===== config.mk =====
export PLATFORM = sky130hd
export DESIGN_NAME = ristretto_trap_ctrl
export DESIGN_NICKNAME = d
export VERILOG_FILES = /design/src/rtl/ristretto_trap_ctrl.sv
export SDC_FILE = /design/constraint.sdc
export NUM_CORES = 1
export LEC_CHECK = 0
export CORE_AREA = 5 5 145 147
export DETAILED_ROUTE_END_ITERATION = 10
export DIE_AREA = 0 0 150 152
export PLACE_DENSITY_LB_ADDON = 0.12
export SETUP_SLACK_MARGIN = 0.5
export SKIP_LAST_GASP = 1
export SLEW_MARGIN = 20
export SYNTH_ARGS = -nofsm -noshare
export SYNTH_HDL_FRONTEND = slang
export SYNTH_SLANG_ARGS = --single-unit

===== constraint.sdc =====
create_clock -name clk_i -period 1.79 [get_ports clk_i]
set_input_delay 0.4475 -clock clk_i [delete_from_list [all_inputs] [get_ports clk_i]]
set_output_delay 0.4475 -clock clk_i [all_outputs]
set_load 0.03 [all_outputs]

===== src/rtl/ristretto_trap_ctrl.sv =====
// Trap control unit: sequences exception, interrupt and MRET events through
// CSR commit and fetch redirect. Optional macro: RISTRETTO_VECTORED_INT_EN.

package ristretto_trap_pkg;
    typedef struct packed {
        logic        mie;
        logic        mpie;
        logic        mpp;
        logic        meip;
        logic        msip;
        logic        mtip;
        logic        meie;
        logic        msie;
        logic        mtie;
        logic [31:0] mtvec;
        logic [31:0] mepc;
        logic [31:0] mcause;
        logic [31:0] mtval;
    } csr_ctrl_t;
endpackage

module ristretto_trap_ctrl
    import ristretto_trap_pkg::*;
#(
    parameter int unsigned DataWidth = 32,
    parameter int unsigned AddrWidth = 32
) (
    input  logic                 clk_i,
    input  logic                 rst_i,
    input  logic                 exc_valid_i,
    input  logic [4:0]           exc_cause_i,
    input  logic [DataWidth-1:0] exc_tval_i,
    input  logic [AddrWidth-1:0] exc_pc_i,
    input  logic                 mret_i,
    input  logic                 irq_ok_i,
    input  logic [AddrWidth-1:0] next_pc_i,
    input  csr_ctrl_t            csr_control_i,
    output logic                 tcu_csr_we_o,
    output logic [DataWidth-1:0] csr_mcause_o,
    output logic [DataWidth-1:0] csr_mtval_o,
    output logic [AddrWidth-1:0] csr_mepc_o,
    output logic [2:0]           csr_trap_state_o,
    output logic [1:0]           priv_lvl_o,
    output logic                 stall_o,
    output logic                 flush_o,
    output logic                 redirect_valid_o,
    output logic [AddrWidth-1:0] redirect_pc_o,
    input  logic                 redirect_ready_i
);

    typedef enum logic [1:0] {
        ST_IDLE,
        ST_COMMIT,
        ST_REDIRECT
    } state_t;

    typedef enum logic [1:0] {
        EV_EXC,
        EV_IRQ,
        EV_MRET
    } event_t;

    localparam logic [1:0] PrivM = 2'b11;
    localparam logic [1:0] PrivU = 2'b00;

    state_t               r_state;
    event_t               r_event;
    logic [4:0]           r_cause;
    logic [DataWidth-1:0] r_tval;
    logic [AddrWidth-1:0] r_pc;
    logic [1:0]           r_priv;
    logic [AddrWidth-1:0] r_redirect_pc;

    state_t               w_state_nxt;
    event_t               w_event_nxt;
    logic [4:0]           w_cause_nxt;
    logic [DataWidth-1:0] w_tval_nxt;
    logic [AddrWidth-1:0] w_pc_nxt;
    logic [1:0]           w_priv_nxt;
    logic [AddrWidth-1:0] w_redirect_nxt;

    logic                 w_glob_en;
    logic                 w_irq_pend;
    logic [4:0]           w_irq_code;
    logic                 w_irq_take;
    logic [AddrWidth-1:0] w_mtvec;
    logic [AddrWidth-1:0] w_mtvec_base;
    logic [AddrWidth-1:0] w_trap_target;

    // Fixed source priority: external > software > timer.
    always_comb begin
        w_glob_en  = (r_priv == PrivM) ? csr_control_i.mie : 1'b1;
        w_irq_pend = 1'b0;
        w_irq_code = '0;
        if (csr_control_i.meip && csr_control_i.meie) begin
            w_irq_pend = 1'b1;
            w_irq_code = 5'd11;
        end else if (csr_control_i.msip && csr_control_i.msie) begin
            w_irq_pend = 1'b1;
            w_irq_code = 5'd3;
        end else if (csr_control_i.mtip && csr_control_i.mtie) begin
            w_irq_pend = 1'b1;
            w_irq_code = 5'd7;
        end
        w_irq_take = irq_ok_i && !exc_valid_i && w_glob_en && w_irq_pend;
    end

    always_comb begin
        w_mtvec       = AddrWidth'(csr_control_i.mtvec);
        w_mtvec_base  = {w_mtvec[AddrWidth-1:2], 2'b00};
        w_trap_target = w_mtvec_base;
`ifdef RISTRETTO_VECTORED_INT_EN
        if (r_event == EV_IRQ && w_mtvec[1:0] == 2'b01) begin
            w_trap_target = w_mtvec_base + (AddrWidth'(r_cause) << 2);
        end
`endif
    end

    always_ff @(posedge clk_i) begin
        if (rst_i) begin
            r_state       <= ST_IDLE;
            r_event       <= EV_EXC;
            r_cause       <= '0;
            r_tval        <= '0;
            r_pc          <= '0;
            r_priv        <= PrivM;
            r_redirect_pc <= '0;
        end else begin
            r_state       <= w_state_nxt;
            r_event       <= w_event_nxt;
            r_cause       <= w_cause_nxt;
            r_tval        <= w_tval_nxt;
            r_pc          <= w_pc_nxt;
            r_priv        <= w_priv_nxt;
            r_redirect_pc <= w_redirect_nxt;
        end
    end

    always_comb begin
        w_state_nxt      = r_state;
        w_event_nxt      = r_event;
        w_cause_nxt      = r_cause;
        w_tval_nxt       = r_tval;
        w_pc_nxt         = r_pc;
        w_priv_nxt       = r_priv;
        w_redirect_nxt   = r_redirect_pc;
        tcu_csr_we_o     = 1'b0;
        flush_o          = 1'b0;
        csr_mcause_o     = '0;
        csr_mtval_o      = '0;
        csr_mepc_o       = '0;
        csr_trap_state_o = '0;
        redirect_valid_o = 1'b0;
        redirect_pc_o    = '0;
        stall_o          = (r_state != ST_IDLE);

        case (r_state)
            ST_IDLE: begin
                if (exc_valid_i) begin
                    w_state_nxt = ST_COMMIT;
                    w_event_nxt = EV_EXC;
                    w_cause_nxt = exc_cause_i;
                    w_tval_nxt  = exc_tval_i;
                    w_pc_nxt    = exc_pc_i;
                end else if (w_irq_take) begin
                    w_state_nxt = ST_COMMIT;
                    w_event_nxt = EV_IRQ;
                    w_cause_nxt = w_irq_code;
                    w_tval_nxt  = '0;
                    w_pc_nxt    = next_pc_i;
                end else if (mret_i) begin
                    w_state_nxt = ST_COMMIT;
                    w_event_nxt = EV_MRET;
                    w_cause_nxt = '0;
                    w_tval_nxt  = '0;
                    w_pc_nxt    = '0;
                end
            end

            ST_COMMIT: begin
                tcu_csr_we_o = 1'b1;
                flush_o      = 1'b1;
                w_state_nxt  = ST_REDIRECT;
                if (r_event == EV_MRET) begin
                    // Rewrite cause/tval/epc with their current values so the write strobe leaves them intact.
                    csr_mcause_o     = DataWidth'(csr_control_i.mcause);
                    csr_mtval_o      = DataWidth'(csr_control_i.mtval);
                    csr_mepc_o       = AddrWidth'(csr_control_i.mepc);
                    csr_trap_state_o = {csr_control_i.mpie, 1'b1, 1'b0};
                    w_priv_nxt       = csr_control_i.mpp ? PrivM : PrivU;
                    w_redirect_nxt   = AddrWidth'(csr_control_i.mepc);
                end else begin
                    csr_mcause_o     = (r_event == EV_IRQ) ? {1'b1, (DataWidth-1)'(r_cause)}
                                                           : DataWidth'(r_cause);
                    csr_mtval_o      = r_tval;
                    csr_mepc_o       = r_pc;
                    csr_trap_state_o = {1'b0, csr_control_i.mie, (r_priv == PrivM)};
                    w_priv_nxt       = PrivM;
                    w_redirect_nxt   = w_trap_target;
                end
            end

            ST_REDIRECT: begin
                redirect_valid_o = 1'b1;
                redirect_pc_o    = r_redirect_pc;
                if (redirect_ready_i) begin
                    w_state_nxt = ST_IDLE;
                end
            end

            default: begin
                w_state_nxt = ST_IDLE;
            end
        endcase
    end

    assign priv_lvl_o = r_priv;

endmodule

==> flow_summary.ini <==
[floorplanning]
fp.dieArea_mm2 = 0.02280
rows = 52
start_util = 0.2834
core-area_mm2 = 0.01978
die_w_um = 150
io_pins = 381
die_h_um = 152

[global_route]
antenna_found_initial = 2
grt_first_pass_wirelength_mm = 44.75
grt_max_degree = 49
grt_pass1_vias = 7657
overflow = 0
grt_use_total = 0.2508

[synthesis]
syn-num-nets = 1037
ys_ff_latch = 106
syn-cell-area_mm2 = 0.005605
yosysSeqAreaShare = 0.3786
syn_inst = 793
syn-mean-instance-area_um2 = 7.069
yosysWarnings = 0
synth_cell_types = 35

[clock_network]
clockBufferDepth = 2
root_buffer = clkbuf_16
cts_made_buffers = 9
clk_pin_slew_ps = 70
cts_tree = built
clock_sinks = 106
clk_latency_ps = 360
htree_levels = 3

[sta]
fin_ws_ps = -338.8
worst_pin_slew_ps = 459.8
setup_viol = 131
fmax_mhz = 469.8
final.min_clock_period_ps = 2129
finalCritPeriodShare = 1.189
fin_skew_ps = 12.87
slew_viol_final = 0
setup_tns_ps = -30530
finalHoldViolCount = 0
rsz0062_at_grt = yes
slew_headroom = 0.6902

[power]
ir_drop_v = 0.0005425
pwr_density_cell_mw_per_mm2 = 625.1
p_total_w = 0.008723
p_leak_nw = 5.671

[routing]
first_pass_iters = 5
viasPerCell = 5.123
ant_nets = 0
remaining_drc_errors = 0
drt_iter0_drc = 430
routed_wirelength_mm = 31.60
dr_total_vias = 7782
routedWlPerCell_um = 20.81

[job]
max_cap_viol_count = 0

[setup_path]
cp_max_fo = 9
crit_path_start_kind = register
cp.required_ps = 1340
crit_type = register to primary output
setup.worst_path.end_class = primary output
worstPathArrival_ps = 1680

[placed_design]
routabilityCongestion = 0.7801
dp_cells = 1426
dp_hpwl_mm = 20.64
placed_area_mm2 = 0.01141
port-buffer-count = 378

[cells_and_area]
nets = 1487
final_cells = 1519
n_fill_cell = 1553
area_growth_pct = 148.9
drive_gt1_frac = 0.4892
design_area_mm2 = 0.01395

[run_status]
violations = negative setup slack
outcome = finished with violations

[worst_hold_path]
hp-class = register to register
-- cell families (layout without fill, tap and decap cells) --
logic type	Yosys count	after routing	synth area share
AO/OA/AOI/OAI	214	214	0.2417
flip-flops	106	106	0.3786
buffers and inverters	84	538	0.06518
AND/OR/NAND/NOR	389	389	0.3145
other	0	2	0
-- state kept, by name (all words and copies together) (netlist names) --
name	cells
r_redirect_pc	32
r_event	2
priv_lvl_o	1
r_cause	5
r_pc	32
r_state	2
r_tval	32
-- repair_timing --
item / 4_1_cts / 5_1_grt
setup endpoints to repair: 236 / 240
pin swaps: 43 / 44
gates cloned: 21 / 7
hold buffers: 0 / 0
gates resized for setup: 224 / 115
setup buffers: 41 / 7
-- metrics by stage --
stage	hold slack [ps]	setup WS, ps	util
after floorplan	431.7	-16.88	-
final	457.9	-338.8	0.7055
after global routing	470.7	-379.5	0.7055
after global placement	440.4	-412.1	0.5771
after detailed placement	447.6	-446.4	0.5771
after CTS	441.6	-329.6	0.6690
-- area by class of cell --
cell class | count | area [um^2] | area share
Antenna cell | 2 | 5.005 | 0.0003587
Clock buffer | 11 | 252.7 | 0.01811
Clock inverter | 4 | 51.30 | 0.003676
Inverter | 5 | 26.28 | 0.001883
Multi-Input combinational cell | 603 | 5155 | 0.3694
Sequential cell | 106 | 2133 | 0.1529
Tap cell | 270 | 337.8 | 0.02421
Timing Repair Buffer | 518 | 5992 | 0.4294
-- report_power, final --
group / internal [W] / switching (W)
Clock: 0.00116 / 0.000958
Combinational: 0.00193 / 0.00191
Sequential: 0.00260 / 0.000176
Total: 0.00568 / 0.00304
-- metal layers --
| layer | wire [um] | global-route usage |
|---|---|---|
| met1 | 12770 | 0.3089 |
| met4 | 794 | 0.07277 |
| met3 | 2125 | 0.04617 |
| met2 | 15910 | 0.4429 |
| met5 | 0 | 0 |
-- path summary, 6_finish.rpt --
path / depth (start not counted) / slack, ps / startpoint / end
worst min register to register: 2 / 460 / r_redirect_pc[0]$_SDFFE_PP0P_ / r_redirect_pc[0]$_SDFFE_PP0P_
worst min-delay path: 2 / 460 / r_redirect_pc[0]$_SDFFE_PP0P_ / r_redirect_pc[0]$_SDFFE_PP0P_
worst max register to register: 8 / 10 / priv_lvl_o[0]$_SDFFE_PP1P_ / r_pc[3]$_SDFFE_PP0P_
worst max-delay path: 6 / -340 / r_event[0]$_SDFFE_PP0P_ / csr_mepc_o[31]
-- cells in the mapped netlist (all sizes together) --
| cell type | n | area [um^2] |
|---|---|---|
| a21oi | 78 | 394.1 |
| or3 | 1 | 6.260 |
| and3 | 28 | 175.2 |
| dfxtp | 106 | 2122 |
| nor2b | 4 | 25.02 |
| o21a | 1 | 7.510 |
| a222oi | 1 | 10.01 |
| nor4 | 2 | 27.53 |
| nand2 | 236 | 885.9 |
| clkbuf | 61 | 229.0 |
| buf | 18 | 117.6 |
| a32o | 1 | 10.01 |
| nand3 | 2 | 10.01 |
| o21ai | 32 | 160.2 |
| nor3 | 71 | 371.6 |
| a22o | 34 | 297.8 |
| a211oi | 32 | 240.2 |
| a32oi | 2 | 17.52 |
| nor2 | 9 | 36.29 |
| and2 | 32 | 200.2 |
| a2111oi | 1 | 8.760 |
| o211a | 1 | 10.01 |
| inv | 5 | 18.76 |
| o311a | 1 | 11.26 |
| nand2b | 4 | 25.02 |
| a31oi | 30 | 187.7 |
-- critical path: stages, from the launching register on --
cell     delay (ps)
dfxtp_4         360
nor2b_4         170
buf_12          180
buf_12          160
nand2_2         110
a21oi_4         160
buf_4           170
-- layout by cell type (no fill, tap or decap), types with 34 or more instances in the layout --
cell type	count
a21oi_4	71
a22o_1	34
buf_12	37
buf_4	86
buf_6	116
clkdlybuf4s50_1	231
dfxtp_1	101
nand2_1	131
nand2_2	43
nand2_4	60
nor3_1	50
No activity file was read; power rests on OpenSTA's default activity.
